--- config.mk ---
export PLATFORM = sky130hd
export DESIGN_NAME = truth_table_sweeper_flat
export DESIGN_NICKNAME = d
export VERILOG_FILES = /design/src/rtl/truth_table_sweeper_pkg.sv /design/src/rtl/truth_table_sweeper_if.sv /design/src/rtl/truth_table_sweeper_settle_timer.sv /design/src/rtl/truth_table_sweeper.sv /design/src/flat_wrapper.sv
export SDC_FILE = /design/constraint.sdc
export NUM_CORES = 1
export LEC_CHECK = 0
export CAP_MARGIN = 20
export CORE_MARGIN = 3
export CORE_UTILIZATION = 35
export DETAILED_ROUTE_END_ITERATION = 7
export GPL_TIMING_DRIVEN = 0
export PLACE_DENSITY_LB_ADDON = 0.08
export SLEW_MARGIN = 10
export SYNTH_ARGS = -nofsm -noshare
export SYNTH_HDL_FRONTEND = slang
export SYNTH_SLANG_ARGS = --single-unit
--- constraint.sdc ---
create_clock -name clk -period 3.07 [get_ports clk]
set_clock_uncertainty 0.2 [all_clocks]
set_input_delay 0.614 -clock clk [delete_from_list [all_inputs] [get_ports clk]]
set_output_delay 0.614 -clock clk [all_outputs]
set_load 0.02 [all_outputs]
--- src/rtl/truth_table_sweeper_pkg.sv ---
// Shared state encoding and default parameters for the truth-table sweeper.
package truth_table_sweeper_pkg;

  typedef enum logic [1:0] {
    ST_IDLE   = 2'd0,
    ST_APPLY  = 2'd1,
    ST_SAMPLE = 2'd2
  } state_t;

  localparam int N_IN_DEF   = 3;
  localparam int SETTLE_DEF = 2;

endpackage

--- src/rtl/truth_table_sweeper_if.sv ---
// Control/result bundle between the controlling logic and the sweeper.
interface truth_table_sweeper_if #(
  parameter int N_IN = 3
);
  localparam int W = 2**N_IN;

  logic          start;
  logic          abort;
  logic [W-1:0]  expected;
  logic          busy;
  logic          done;
  logic [W-1:0]  table_out;
  logic          match;
  logic [N_IN:0] ones_cnt;

  modport master (
    output start, abort, expected,
    input  busy, done, table_out, match, ones_cnt
  );

  modport slave (
    input  start, abort, expected,
    output busy, done, table_out, match, ones_cnt
  );

endinterface

--- src/rtl/truth_table_sweeper_settle_timer.sv ---
// Loadable down counter: holds each vector for SETTLE cycles before sampling.
module truth_table_sweeper_settle_timer #(
  parameter int SETTLE = 2
) (
  input  logic clk,
  input  logic rst,
  input  logic load_i,
  input  logic en_i,
  output logic zero_o
);
  localparam int W = (SETTLE < 1) ? 1 : $clog2(SETTLE + 1);

  logic [W-1:0] cnt_q, cnt_d;

  // Loading SETTLE-1 makes the zero flag appear on the SETTLE-th held cycle.
  always_comb begin
    cnt_d = cnt_q;
    if (load_i) begin
      cnt_d = W'(SETTLE - 1);
    end else if (en_i && (cnt_q != '0)) begin
      cnt_d = cnt_q - 1'b1;
    end
  end

  always_ff @(posedge clk or posedge rst) begin
    if (rst) begin
      cnt_q <= '0;
    end else begin
      cnt_q <= cnt_d;
    end
  end

  assign zero_o = (cnt_q == '0);

endmodule

--- src/rtl/truth_table_sweeper.sv ---
// Steps an external N-input function through every input vector, builds its
// truth table, and compares it against a captured expected mask.
module truth_table_sweeper
  import truth_table_sweeper_pkg::*;
#(
  parameter int N_IN   = N_IN_DEF,
  parameter int SETTLE = SETTLE_DEF
) (
  input  logic                clk,
  input  logic                rst,
  truth_table_sweeper_if.slave ctl,
  input  logic                f_in_i,
  output logic [N_IN-1:0]     vec_out_o
);
  localparam int W = 2**N_IN;
  localparam logic [N_IN-1:0] VEC_LAST = '1;

  state_t          state_q, state_d;
  logic [N_IN-1:0] vec_q, vec_d;
  logic [W-1:0]    tbl_q, tbl_d;
  logic [W-1:0]    exp_q, exp_d;
  logic            done_q, done_d;
  logic            match_q, match_d;
  logic [N_IN:0]   ones_q, ones_d;
  logic [W-1:0]    tbl_final;
  logic [N_IN:0]   ones_final;
  logic            tmr_load, tmr_zero;

  truth_table_sweeper_settle_timer #(.SETTLE(SETTLE)) u_settle (
    .clk    (clk),
    .rst    (rst),
    .load_i (tmr_load),
    .en_i   (state_q == ST_APPLY),
    .zero_o (tmr_zero)
  );

  // Table as it will look once the last vector is sampled; feeds match/popcount.
  always_comb begin
    tbl_final           = tbl_q;
    tbl_final[W-1]      = f_in_i;
    ones_final          = '0;
    for (int i = 0; i < W; i++) begin
      ones_final = ones_final + (N_IN+1)'(tbl_final[i]);
    end
  end

  always_comb begin
    state_d  = state_q;
    vec_d    = vec_q;
    tbl_d    = tbl_q;
    exp_d    = exp_q;
    done_d   = 1'b0;
    match_d  = match_q;
    ones_d   = ones_q;
    tmr_load = 1'b0;
    case (state_q)
      ST_IDLE: begin
        if (ctl.start) begin
          state_d  = ST_APPLY;
          vec_d    = '0;
          tbl_d    = '0;
          exp_d    = ctl.expected;
          match_d  = 1'b0;
          ones_d   = '0;
          tmr_load = 1'b1;
        end
      end
      ST_APPLY: begin
        if (ctl.abort) begin
          state_d = ST_IDLE;
          vec_d   = '0;
          match_d = 1'b0;
        end else if (tmr_zero) begin
          state_d = ST_SAMPLE;
        end
      end
      ST_SAMPLE: begin
        if (ctl.abort) begin
          state_d = ST_IDLE;
          vec_d   = '0;
          match_d = 1'b0;
        end else if (vec_q != VEC_LAST) begin
          tbl_d[vec_q] = f_in_i;
          vec_d        = vec_q + 1'b1;
          state_d      = ST_APPLY;
          tmr_load     = 1'b1;
        end else begin
          tbl_d   = tbl_final;
          vec_d   = '0;
          state_d = ST_IDLE;
          done_d  = 1'b1;
          match_d = (tbl_final == exp_q);
          ones_d  = ones_final;
        end
      end
      default: begin
        state_d = ST_IDLE;
        vec_d   = '0;
      end
    endcase
  end

  always_ff @(posedge clk or posedge rst) begin
    if (rst) begin
      state_q <= ST_IDLE;
      vec_q   <= '0;
      tbl_q   <= '0;
      exp_q   <= '0;
      done_q  <= 1'b0;
      match_q <= 1'b0;
      ones_q  <= '0;
    end else begin
      state_q <= state_d;
      vec_q   <= vec_d;
      tbl_q   <= tbl_d;
      exp_q   <= exp_d;
      done_q  <= done_d;
      match_q <= match_d;
      ones_q  <= ones_d;
    end
  end

  assign vec_out_o     = vec_q;
  assign ctl.busy      = (state_q != ST_IDLE);
  assign ctl.done      = done_q;
  assign ctl.table_out = tbl_q;
  assign ctl.match     = match_q;
  assign ctl.ones_cnt  = ones_q;

endmodule

--- src/flat_wrapper.sv ---
// flat-port wrapper written by rule: the top's interface ports become plain ports
module truth_table_sweeper_flat import truth_table_sweeper_pkg::*;
#(
  parameter int N_IN   = N_IN_DEF,
  parameter int SETTLE = SETTLE_DEF
)
  (clk, rst, f_in_i, vec_out_o, ctl_start, ctl_abort, ctl_expected, ctl_busy, ctl_done, ctl_table_out, ctl_match, ctl_ones_cnt);
  truth_table_sweeper_if #(.N_IN(N_IN)) ctl_i ();
  input  logic clk;
  input  logic rst;
  input  logic f_in_i;
  output logic [N_IN-1:0] vec_out_o;
  input wire logic [$bits(ctl_i.start)-1:0] ctl_start;
  input wire logic [$bits(ctl_i.abort)-1:0] ctl_abort;
  input wire logic [$bits(ctl_i.expected)-1:0] ctl_expected;
  output wire logic [$bits(ctl_i.busy)-1:0] ctl_busy;
  output wire logic [$bits(ctl_i.done)-1:0] ctl_done;
  output wire logic [$bits(ctl_i.table_out)-1:0] ctl_table_out;
  output wire logic [$bits(ctl_i.match)-1:0] ctl_match;
  output wire logic [$bits(ctl_i.ones_cnt)-1:0] ctl_ones_cnt;
  assign ctl_i.start = ctl_start;
  assign ctl_i.abort = ctl_abort;
  assign ctl_i.expected = ctl_expected;
  assign ctl_busy = ctl_i.busy;
  assign ctl_done = ctl_i.done;
  assign ctl_table_out = ctl_i.table_out;
  assign ctl_match = ctl_i.match;
  assign ctl_ones_cnt = ctl_i.ones_cnt;
  truth_table_sweeper #(.N_IN(N_IN), .SETTLE(SETTLE)) u_core (.clk(clk), .rst(rst), .ctl(ctl_i), .f_in_i(f_in_i), .vec_out_o(vec_out_o));
endmodule
==> parameters.txt, run 1 <==
Parameter                              Value

Setup path
  Critical Path Max Stage Delay ... 0.50 ns
  Data required time at the worst endpoint ... 3.04 ns
  Register-to-register setup slack ... 0.07 ns
  Startpoint class of the critical path ... flop
  Worst R2R End ... u_core.ctl.ones_cnt[1]
  Class of the most critical setup path ... flop to flop
  Maximum net fanout on the critical path ... 2
  Most used cell, CP ... sky130_fd_sc_hd__fa_1
  Endpoint type of the worst setup path ... flop
  Cell with the largest stage delay on the worst path ... sky130_fd_sc_hd__fa_1
  Reg2reg start ... u_core.ctl.table_out[0]
  Critical-path cell list ... ha_1 -> inv_1 -> fa_1 -> fa_1 -> fa_2 -> inv_2 -> fa_1 -> a22o_1
  Worst EP arrival ... 2.97 ns
  Worst r2r path cells ... 8

Worst hold path
  Worst min path class ... flop to flop
  Hold Path End ... u_core.ctl.ones_cnt[2]
  Worst hold path depth ... 2
  Launch instance of the worst min-delay path ... u_core.ctl.ones_cnt[2]

STA
  Final hold viol count ... 0
  Minimum setup slack in the final design ... 0.0729 ns
  Final-report setup violation count ... 0
  Slew Limit Fails ... 0
  Period minus WS final ... 3.00 ns
  Setup repair after global routing missed its margin ... true
  Final period utilization ... 0.976
  Slew at the pin closest to its max-slew limit ... 0.546 ns
  Maximum clock rate ... 334 MHz
  Headroom to the max-slew limit ... 0.636
  Final TNS setup ... 0 ns

Finish
  Share of the core filled with cells in the final layout ... 0.486
  Final Instance Count excl. Fillers ... 248
  Ant. Diodes ... 0
  Total Nets Final ... 218
  Share of post-route cells with drive strength above 1 ... 0.168
  Area of all placed cells without fillers ... 2160 um^2
  Synthesis-to-layout area growth ... 32.3%

CTS
  Root buf cell ... sky130_fd_sc_hd__clkbuf_8
  Clock sink count ... 29
  Clock-pin transition on the worst setup and hold timing paths ... 0.07 ns
  Number of levels in the clock H-tree ... 2
  Clock insertion delay at the later pin of the skew report ... 0.28 ns
  TritonCTS clock tree ... yes
  TritonCTS Buffers ... 5
  Max clock buf depth ... 2

Global routing
  Grt ovf ... 0
  Via count of the first global-routing pass ... 1,318
  Global router's overall resource usage ... 0.151
  Met1 Use GR ... 0.196
  Initial antenna violation count ... 0
  Met3 Use GR ... 0.0459
  Pin count of the biggest net entering global routing ... 19
  Busiest layer in global routing ... met2
  Global-route wire length before repair ... 6270 um
  Met2 usage in global routing ... 0.237

Routing
  Iter 0 DRT Violations ... 32
  Count of nets left with antenna violations after detail routing ... 0
  Number of detailed-route iterations in the first pass ... 4
  Detail-routed net length per standard cell ... 15.0 um
  Total number of vias ... 1,304
  Residual DRC ... 0
  Final wirelength ... 3710 um
  Via density per instance ... 5.26

Place
  Final HPWL DP ... 2810 um
  Placed instance area ... 2030 um^2
  Placed cells ... 238
  Gpl congestion ... 0.796
  Post-placement worst setup slack ... -0.648 ns
  Port Buffers ... 30

Logic synthesis
  Flip-flop and latch count after synthesis ... 29
  Synthesized netlist net count ... 178
  Post-Syn Area ... 1630 um^2
  Avg Inst Size Synth ... 10.5 um^2
  Count of distinct cell types in the synthesized netlist ... 39
  Number of instances in the synthesized netlist ... 155
  Count of warnings emitted by yosys ... 0
  Sequential-to-total area share from yosys stat ... 0.444

Power and ir drop
  Switching power ... 0.000401 W
  Power density cells ... 612 nW/um^2
  Fraction of power spent switching nets ... 0.304
  Clock power share ... 0.302
  Share of power burned in registers ... 0.390
  Fraction of power consumed by combinational cells ... 0.309
  Cell internal power dissipation ... 0.000921 W
  VDD IR max ... 0.000297 V
  Leakage power total ... 0.956 nW

Floorplan
  Effective utilization at floorplan ... 0.367
  I/O pins ... 31
  Floorplan row count ... 24
  Horizontal die dimension ... 74.3 um
  Die extent in y ... 74.3 um
  Area of the die ... 5520 um^2
  CORE AREA ... 4440 um^2

Job
  Max Cap Viol ... 0

Outcome
  Outcome ... finished clean
per-layer routing:
layer	up-vias	routed length, um
met3	7	167
met4	0	69
met5	-	0
met1	635	1700
met2	35	1770
li1	627	-
through the flow:
stage / hold slack, ns / power, W
after floorplan: 0.288 / 0.000820
after global placement: 0.268 / 0.000916
after detailed placement: 0.276 / 0.000932
after CTS: 0.293 / 0.00134
after global routing: 0.328 / 0.00141
final: 0.283 / 0.00132
cells in the final DEF, fill, tap and decap left out, types with 2 or more instances in the layout:
cell / count
sky130_fd_sc_hd__a21oi_1: 2
sky130_fd_sc_hd__nand4_1: 2
sky130_fd_sc_hd__a22o_1: 3
sky130_fd_sc_hd__fa_1: 3
sky130_fd_sc_hd__clkbuf_8: 5
sky130_fd_sc_hd__buf_4: 3
sky130_fd_sc_hd__nor3b_2: 2
sky130_fd_sc_hd__inv_1: 17
sky130_fd_sc_hd__o21ai_0: 13
sky130_fd_sc_hd__ha_1: 6
sky130_fd_sc_hd__or2_2: 2
sky130_fd_sc_hd__a31oi_1: 8
sky130_fd_sc_hd__nand3_1: 4
sky130_fd_sc_hd__clkbuf_1: 3
sky130_fd_sc_hd__clkdlybuf4s50_1: 29
sky130_fd_sc_hd__mux2_2: 9
sky130_fd_sc_hd__buf_2: 2
sky130_fd_sc_hd__o41ai_1: 3
sky130_fd_sc_hd__nand2_1: 12
sky130_fd_sc_hd__o31ai_1: 3
sky130_fd_sc_hd__xnor2_1: 10
sky130_fd_sc_hd__dfrtp_1: 29
cells by family (layout without fill, tap and decap cells):
logic type      after synthesis  count (layout)  share of synthesized area
flops                        29              29                      0.444
compound gates               39              39                      0.161
mux                           9               9                     0.0621
simple gates                 33              33                      0.123
buf+inv                      25              66                     0.0613
fa+ha+maj                    10              10                     0.0950
xor+xnor                     10              10                     0.0536
power by group through the flow:
stage | sequential, W | clock, W | combinational, W
after CTS | 0.000517 | 0.000413 | 0.000413
after global routing | 0.000529 | 0.000430 | 0.000455
final | 0.000515 | 0.000399 | 0.000408
after floorplan | 0.000515 | 0 | 0.000305
after global placement | 0.000522 | 0 | 0.000393
after detailed placement | 0.000526 | 0 | 0.000406
flip-flops by register name, summed over array words and instances (netlist names):
register	flops
u_core.ctl.ones_cnt	4
u_core.state_q	2
u_core.ctl.done	1
u_core.ctl.match	1
u_core.exp_q	8
u_core.vec_out_o	3
u_core.u_settle.cnt_q	2
u_core.ctl.table_out	8
how the worst max path moves through the flow:
stage,endpoint,start,slack [ns]
after detailed placement,u_core.ctl.ones_cnt[1],f_in_i,-0.65
after global placement,u_core.ctl.ones_cnt[1],f_in_i,-0.62
final,u_core.ctl.ones_cnt[1],u_core.ctl.table_out[0],0.07
after CTS,u_core.ctl.ones_cnt[1],u_core.ctl.table_out[0],0.02
after global routing,u_core.ctl.ones_cnt[1],u_core.ctl.table_out[0],-0.04
after floorplan,u_core.ctl.ones_cnt[1],u_core.ctl.table_out[0],0.007
cell usage after synthesis (all sizes together):
| cell type | instances | area (um^2) |
|---|---|---|
| clkbuf | 3 | 11.3 |
| o31ai | 3 | 22.5 |
| a32o | 1 | 10.0 |
| o41ai | 3 | 26.3 |
| buf | 3 | 17.5 |
| or2 | 2 | 12.5 |
| ha | 6 | 75.1 |
| nand3 | 4 | 20.0 |
| nand4 | 2 | 12.5 |
| or3b | 1 | 8.76 |
| xnor2 | 10 | 87.6 |
| and3b | 1 | 8.76 |
| mux2 | 9 | 101 |
| clkinv | 1 | 3.75 |
| nor3b | 3 | 32.5 |
| o22a | 1 | 8.76 |
| inv | 18 | 67.6 |
| nand2b | 1 | 6.26 |
| a22o | 3 | 26.3 |
| a21oi | 2 | 10.0 |
| o211a | 1 | 10.0 |
| a31oi | 8 | 50.1 |
| nand2 | 12 | 45.0 |
| fa | 4 | 80.1 |
| dfrtp | 29 | 726 |
| nor4bb | 1 | 10.0 |
| nor3 | 1 | 5.00 |
| nor2 | 2 | 15.0 |
| and2b | 2 | 16.3 |
| o21ai | 13 | 65.1 |
| a21o | 1 | 7.51 |
| or4 | 1 | 7.51 |
| o211ai | 1 | 7.51 |
| o21bai | 2 | 18.8 |
what timing repair did:
item / in CTS / in global routing
hold buffers: 0 / 0
gates cloned: 0 / 0
pin swaps: 0 / 0
resized for setup: 3 / 2
setup endpoints to repair: 2 / 1
buffers inserted: 2 / 0
final cells by class:
type	instances	area (um^2)
Fill cell	420	2280
Multi-Input combinational cell	101	810
Sequential cell	29	726
Timing Repair Buffer	33	344
Inverter	19	71.3
Clock buffer	5	68.8
Tap cell	52	65.1
Clock inverter	3	46.3
Buffer	6	28.8
worst max-delay path, delay by kind of cell (launching register included):
family / cells / cell delay, ns
fa+ha+maj: 5 / 1.97
flops: 1 / 0.41
compound gates: 1 / 0.20
buf+inv: 2 / 0.11
No activity file was read; power rests on OpenSTA's default activity.
==> run 2, diff against run 1 <==
Settings changed: SYNTH_HIERARCHICAL from default to 1.
==> run 2 against run 1 <==
Against the previous run:
- the run now ends with negative setup slack left
- critical path type is now input pin to flop
- largest cell class unchanged
- critical endpoint is now u_core/ctl.ones_cnt[1]
- setup slack got worse by 0.35 ns
- sequential share of layout area fell by 1.3 points
- sequential power hardly changed
==> parameters.txt, run 2 <==
Parameter                              Value

STA
  Final hold viol count ... 0 (unchanged)
  Final TNS setup ... -0.545 ns (-0.545 ns)
  Period minus WS final ... 3.35 ns (+0.352 ns)
  Slew Limit Fails ... 0 (unchanged)
  Maximum clock rate ... 299 MHz (-11%)
  Headroom to the max-slew limit ... 0.702 (+0.0660)
  Final-report setup violation count ... 2 (+2)
  Minimum setup slack in the final design ... -0.279 ns (-0.352 ns)
  Setup repair after global routing missed its margin ... true
  Slew at the pin closest to its max-slew limit ... 0.448 ns (-0.0983 ns)
  Final period utilization ... 1.09 (+0.115)

Outcome
  Violated checks ... negative setup slack
  Outcome ... complete, but fails checks

Logic synthesis
  Number of instances in the synthesized netlist ... 164 (+5.8%)
  Cell taking the most area after synthesis ... sky130_fd_sc_hd__dfrtp_1
  Fraction of post-synthesis cell area in the top cell type by area ... 0.425 (-0.0192)
  Count of warnings emitted by yosys ... 6 (+6)
  Cell types occupying the most area after synthesis ... sky130_fd_sc_hd__dfrtp_1, sky130_fd_sc_hd__mux2_2, sky130_fd_sc_hd__fa_1
  Flip-flop and latch count after synthesis ... 29 (unchanged)
  Commonest cells in the synthesized netlist ... sky130_fd_sc_hd__dfrtp_1, sky130_fd_sc_hd__inv_1, sky130_fd_sc_hd__nor2_1, sky130_fd_sc_hd__mux2_2, sky130_fd_sc_hd__xor2_1
  Count of distinct cell types in the synthesized netlist ... 45 (+15%)
  Avg Inst Size Synth ... 10.4 um^2 (-1.2%)
  Post-synth EDFFs ... 0 (unchanged)
  Sequential-to-total area share from yosys stat ... 0.425 (-0.0192)
  Async set-or-reset flop fraction in the synthesized netlist ... 1.00 (unchanged)
  Post-Syn Area ... 1710 um^2 (+4.5%)
  Leading cell type by number of instances after synthesis ... sky130_fd_sc_hd__dfrtp_1
  Most used flip-flop cell after synthesis ... sky130_fd_sc_hd__dfrtp_1
  Synthesized netlist net count ... 187 (+5.1%)

Global routing
  Via count of the first global-routing pass ... 1,307 (-0.83%)
  Grt ovf ... 0 (unchanged)
  Global router's overall resource usage ... 0.146 (-0.00481)
  Initial antenna violation count ... 0 (unchanged)
  Pin count of the biggest net entering global routing ... 28 (+9)
  Global-route wire length before repair ... 6200 um (-1.1%)

Place
  Final HPWL DP ... 2940 um (+4.4%)
  Post-placement worst setup slack ... -1.11 ns (-0.464 ns)
  Port Buffers ... 30 (unchanged)
  Gpl congestion ... 0.797 (about the same)

Routing
  Detail-routed net length per standard cell ... 13.8 um (-7.6%)
  Iter 0 DRT Violations ... 69 (+120%)
  Number of detailed-route iterations in the first pass ... 4 (unchanged)
  Count of nets left with antenna violations after detail routing ... 0 (unchanged)
  Total number of vias ... 1,325 (+1.6%)
  Final wirelength ... 3760 um (+1.3%)
  Residual DRC ... 0 (unchanged)
  Via density per instance ... 4.87 (-7.4%)

Finish
  Synthesis-to-layout area growth ... 31.6%
  Ant. Diodes ... 0 (unchanged)
  Combined flip-flop and latch cell area ... 726 um^2 (unchanged)
  Multi-input combinational cell area ... 880 um^2 (+8.7%)
  Highest-count cells in the layout ignoring fill and taps ... sky130_fd_sc_hd__clkdlybuf4s50_1, sky130_fd_sc_hd__dfrtp_1, sky130_fd_sc_hd__inv_1, sky130_fd_sc_hd__nor2_1, sky130_fd_sc_hd__mux2_2
  Total Nets Final ... 229 (+5.0%)
  Share of post-route cells with drive strength above 1 ... 0.184 (+0.0152)
  Fill cell total of the finished layout ... 431 (+2.6%)

Setup path
  Worst EP arrival ... 3.31 ns (+0.34 ns)
  Class of the most critical setup path ... input pin to flop
  Endpoint type of the worst setup path ... flop
  Maximum net fanout on the critical path ... 3 (+1)
  Startpoint class of the critical path ... input pin
  Data required time at the worst endpoint ... 3.03 ns (about the same)

Floorplan
  CORE AREA ... 4530 um^2 (+2.0%)
  Horizontal die dimension ... 75.8 um (+2.1%)
  I/O pins ... 31 (unchanged)
  Area of the die ... 5750 um^2 (+4.2%)
  Floorplan row count ... 24 (unchanged)
  Die extent in y ... 75.8 um (+2.1%)
  Effective utilization at floorplan ... 0.376 (+0.00898)

Job
  Max Cap Viol ... 0 (unchanged)

Worst hold path
  Worst min path class ... flop to flop

CTS
  Clock-pin transition on the worst setup and hold timing paths ... 0.06 ns (about the same)
  Clock sink count ... 29 (unchanged)
  Number of levels in the clock H-tree ... 2 (unchanged)
  Max clock buf depth ... 2 (unchanged)
  TritonCTS clock tree ... yes
  TritonCTS Buffers ... 5 (unchanged)
  Root buf cell ... sky130_fd_sc_hd__clkbuf_8
  Clock insertion delay at the later pin of the skew report ... 0.27 ns (about the same)

Power and ir drop
  VDD IR max ... 0.000257 V (-13%)
  Leakage power total ... 1.03 nW (+7.3%)
  Power density cells ... 567 nW/um^2 (-7.3%)
run 2: cell types whose count changed in the layout (fill, tap and decap cells not counted), moves of 4 or more:
| cell | delta |
|---|---|
| sky130_fd_sc_hd__o21ai_0 | -8 |
| sky130_fd_sc_hd__nand2_1 | -8 |
| sky130_fd_sc_hd__nand3_1 | -4 |
| sky130_fd_sc_hd__xnor2_1 | -9 |
| sky130_fd_sc_hd__o21ai_1 | +7 |
| sky130_fd_sc_hd__nor2_1 | +11 |
| sky130_fd_sc_hd__xor2_1 | +8 |
| sky130_fd_sc_hd__a31oi_1 | -5 |
run 2: cells by family (layout without fill, tap and decap cells):
family / Yosys count / count (layout) / synth area share
AOI/OAI and AO/OA: 32 / 32 / 0.129
xor gates and xnor gates: 9 / 9 / 0.0462
adders and majority gates: 10 / 10 / 0.0909
buffers and inverters: 28 / 71 / 0.0682
DFF: 29 / 29 / 0.425
muxes: 14 / 14 / 0.0909
and+or+nand+nor: 42 / 42 / 0.150
run 2: area by class of cell:
cell class              instances  share of cell area
plain buffers                   6              0.0145
clock buffers                   8              0.0357
inverters                      22              0.0373
multi-input cells             107               0.392
flip-flops and latches         29               0.323
well taps                      65              0.0362
repair buffers                 35               0.162
run 2: critical path, stage by stage:
cell and delay [ns]:
sky130_fd_sc_hd__buf_8 0.10, sky130_fd_sc_hd__fa_1 0.54, sky130_fd_sc_hd__inv_1 0.05, sky130_fd_sc_hd__fa_1 0.49
sky130_fd_sc_hd__fa_1 0.41, sky130_fd_sc_hd__inv_1 0.07, sky130_fd_sc_hd__ha_2 0.18, sky130_fd_sc_hd__inv_2 0.04
sky130_fd_sc_hd__fa_2 0.53, sky130_fd_sc_hd__nor2_2 0.04, sky130_fd_sc_hd__mux2_4 0.25
run 2: per-stage QoR:
stage	std cells	total power [W]	utilization	hold WS (ns)	instance area, um^2
after floorplan	164	0.000854	-	0.155	1710
after global placement	259	0.000971	0.461	0.295	2090
after detailed placement	259	0.000989	0.461	0.291	2090
after CTS	269	0.00129	0.485	0.303	2200
after global routing	272	0.00137	0.495	0.331	2250
final	272	0.00127	0.495	0.297	2250
run 2: metal layers:
| metal | vias up | share of wire | track usage |
|---|---|---|---|
| met1 | 648 | 0.42 | 0.186 |
| met3 | 5 | 0.053 | 0.0277 |
| li1 | 640 | - | - |
| met4 | 0 | 0.014 | 0.0641 |
| met2 | 32 | 0.51 | 0.241 |
| met5 | - | 0 | 0 |
run 2: power breakdown:
group / leakage, nW / switching, W / internal, W / total, W
registers: 0.381 / 0.0000516 / 0.000460 / 0.000512
logic: 0.605 / 0.000237 / 0.000234 / 0.000471
clock network: 0.0395 / 0.000131 / 0.000161 / 0.000291
total: 1.03 / 0.000420 / 0.000855 / 0.00127
run 2: path summary, 6_finish.rpt:
check                                           end                    start  cells after the start  slack [ns]
setup / recovery             u_core/ctl.ones_cnt[1]                   f_in_i                     11       -0.28
hold / removal              u_core/ctl.table_out[7]  u_core/ctl.table_out[7]                      2        0.30
setup reg to reg             u_core/ctl.ones_cnt[1]  u_core/ctl.table_out[0]                     10       -0.21
hold reg to reg             u_core/ctl.table_out[7]  u_core/ctl.table_out[7]                      2        0.30
max in group asynchronous           u_core/ctl.done                      rst                      3        1.80
min in group asynchronous  u_core/u_settle/cnt_q[1]                      rst                      2        0.32
run 2: repair_timing:
action	in CTS	in global routing
pin swaps	4	3
hold buffers	0	0
gates resized for setup	11	2
setup endpoints to repair	4	3
setup buffers	2	2
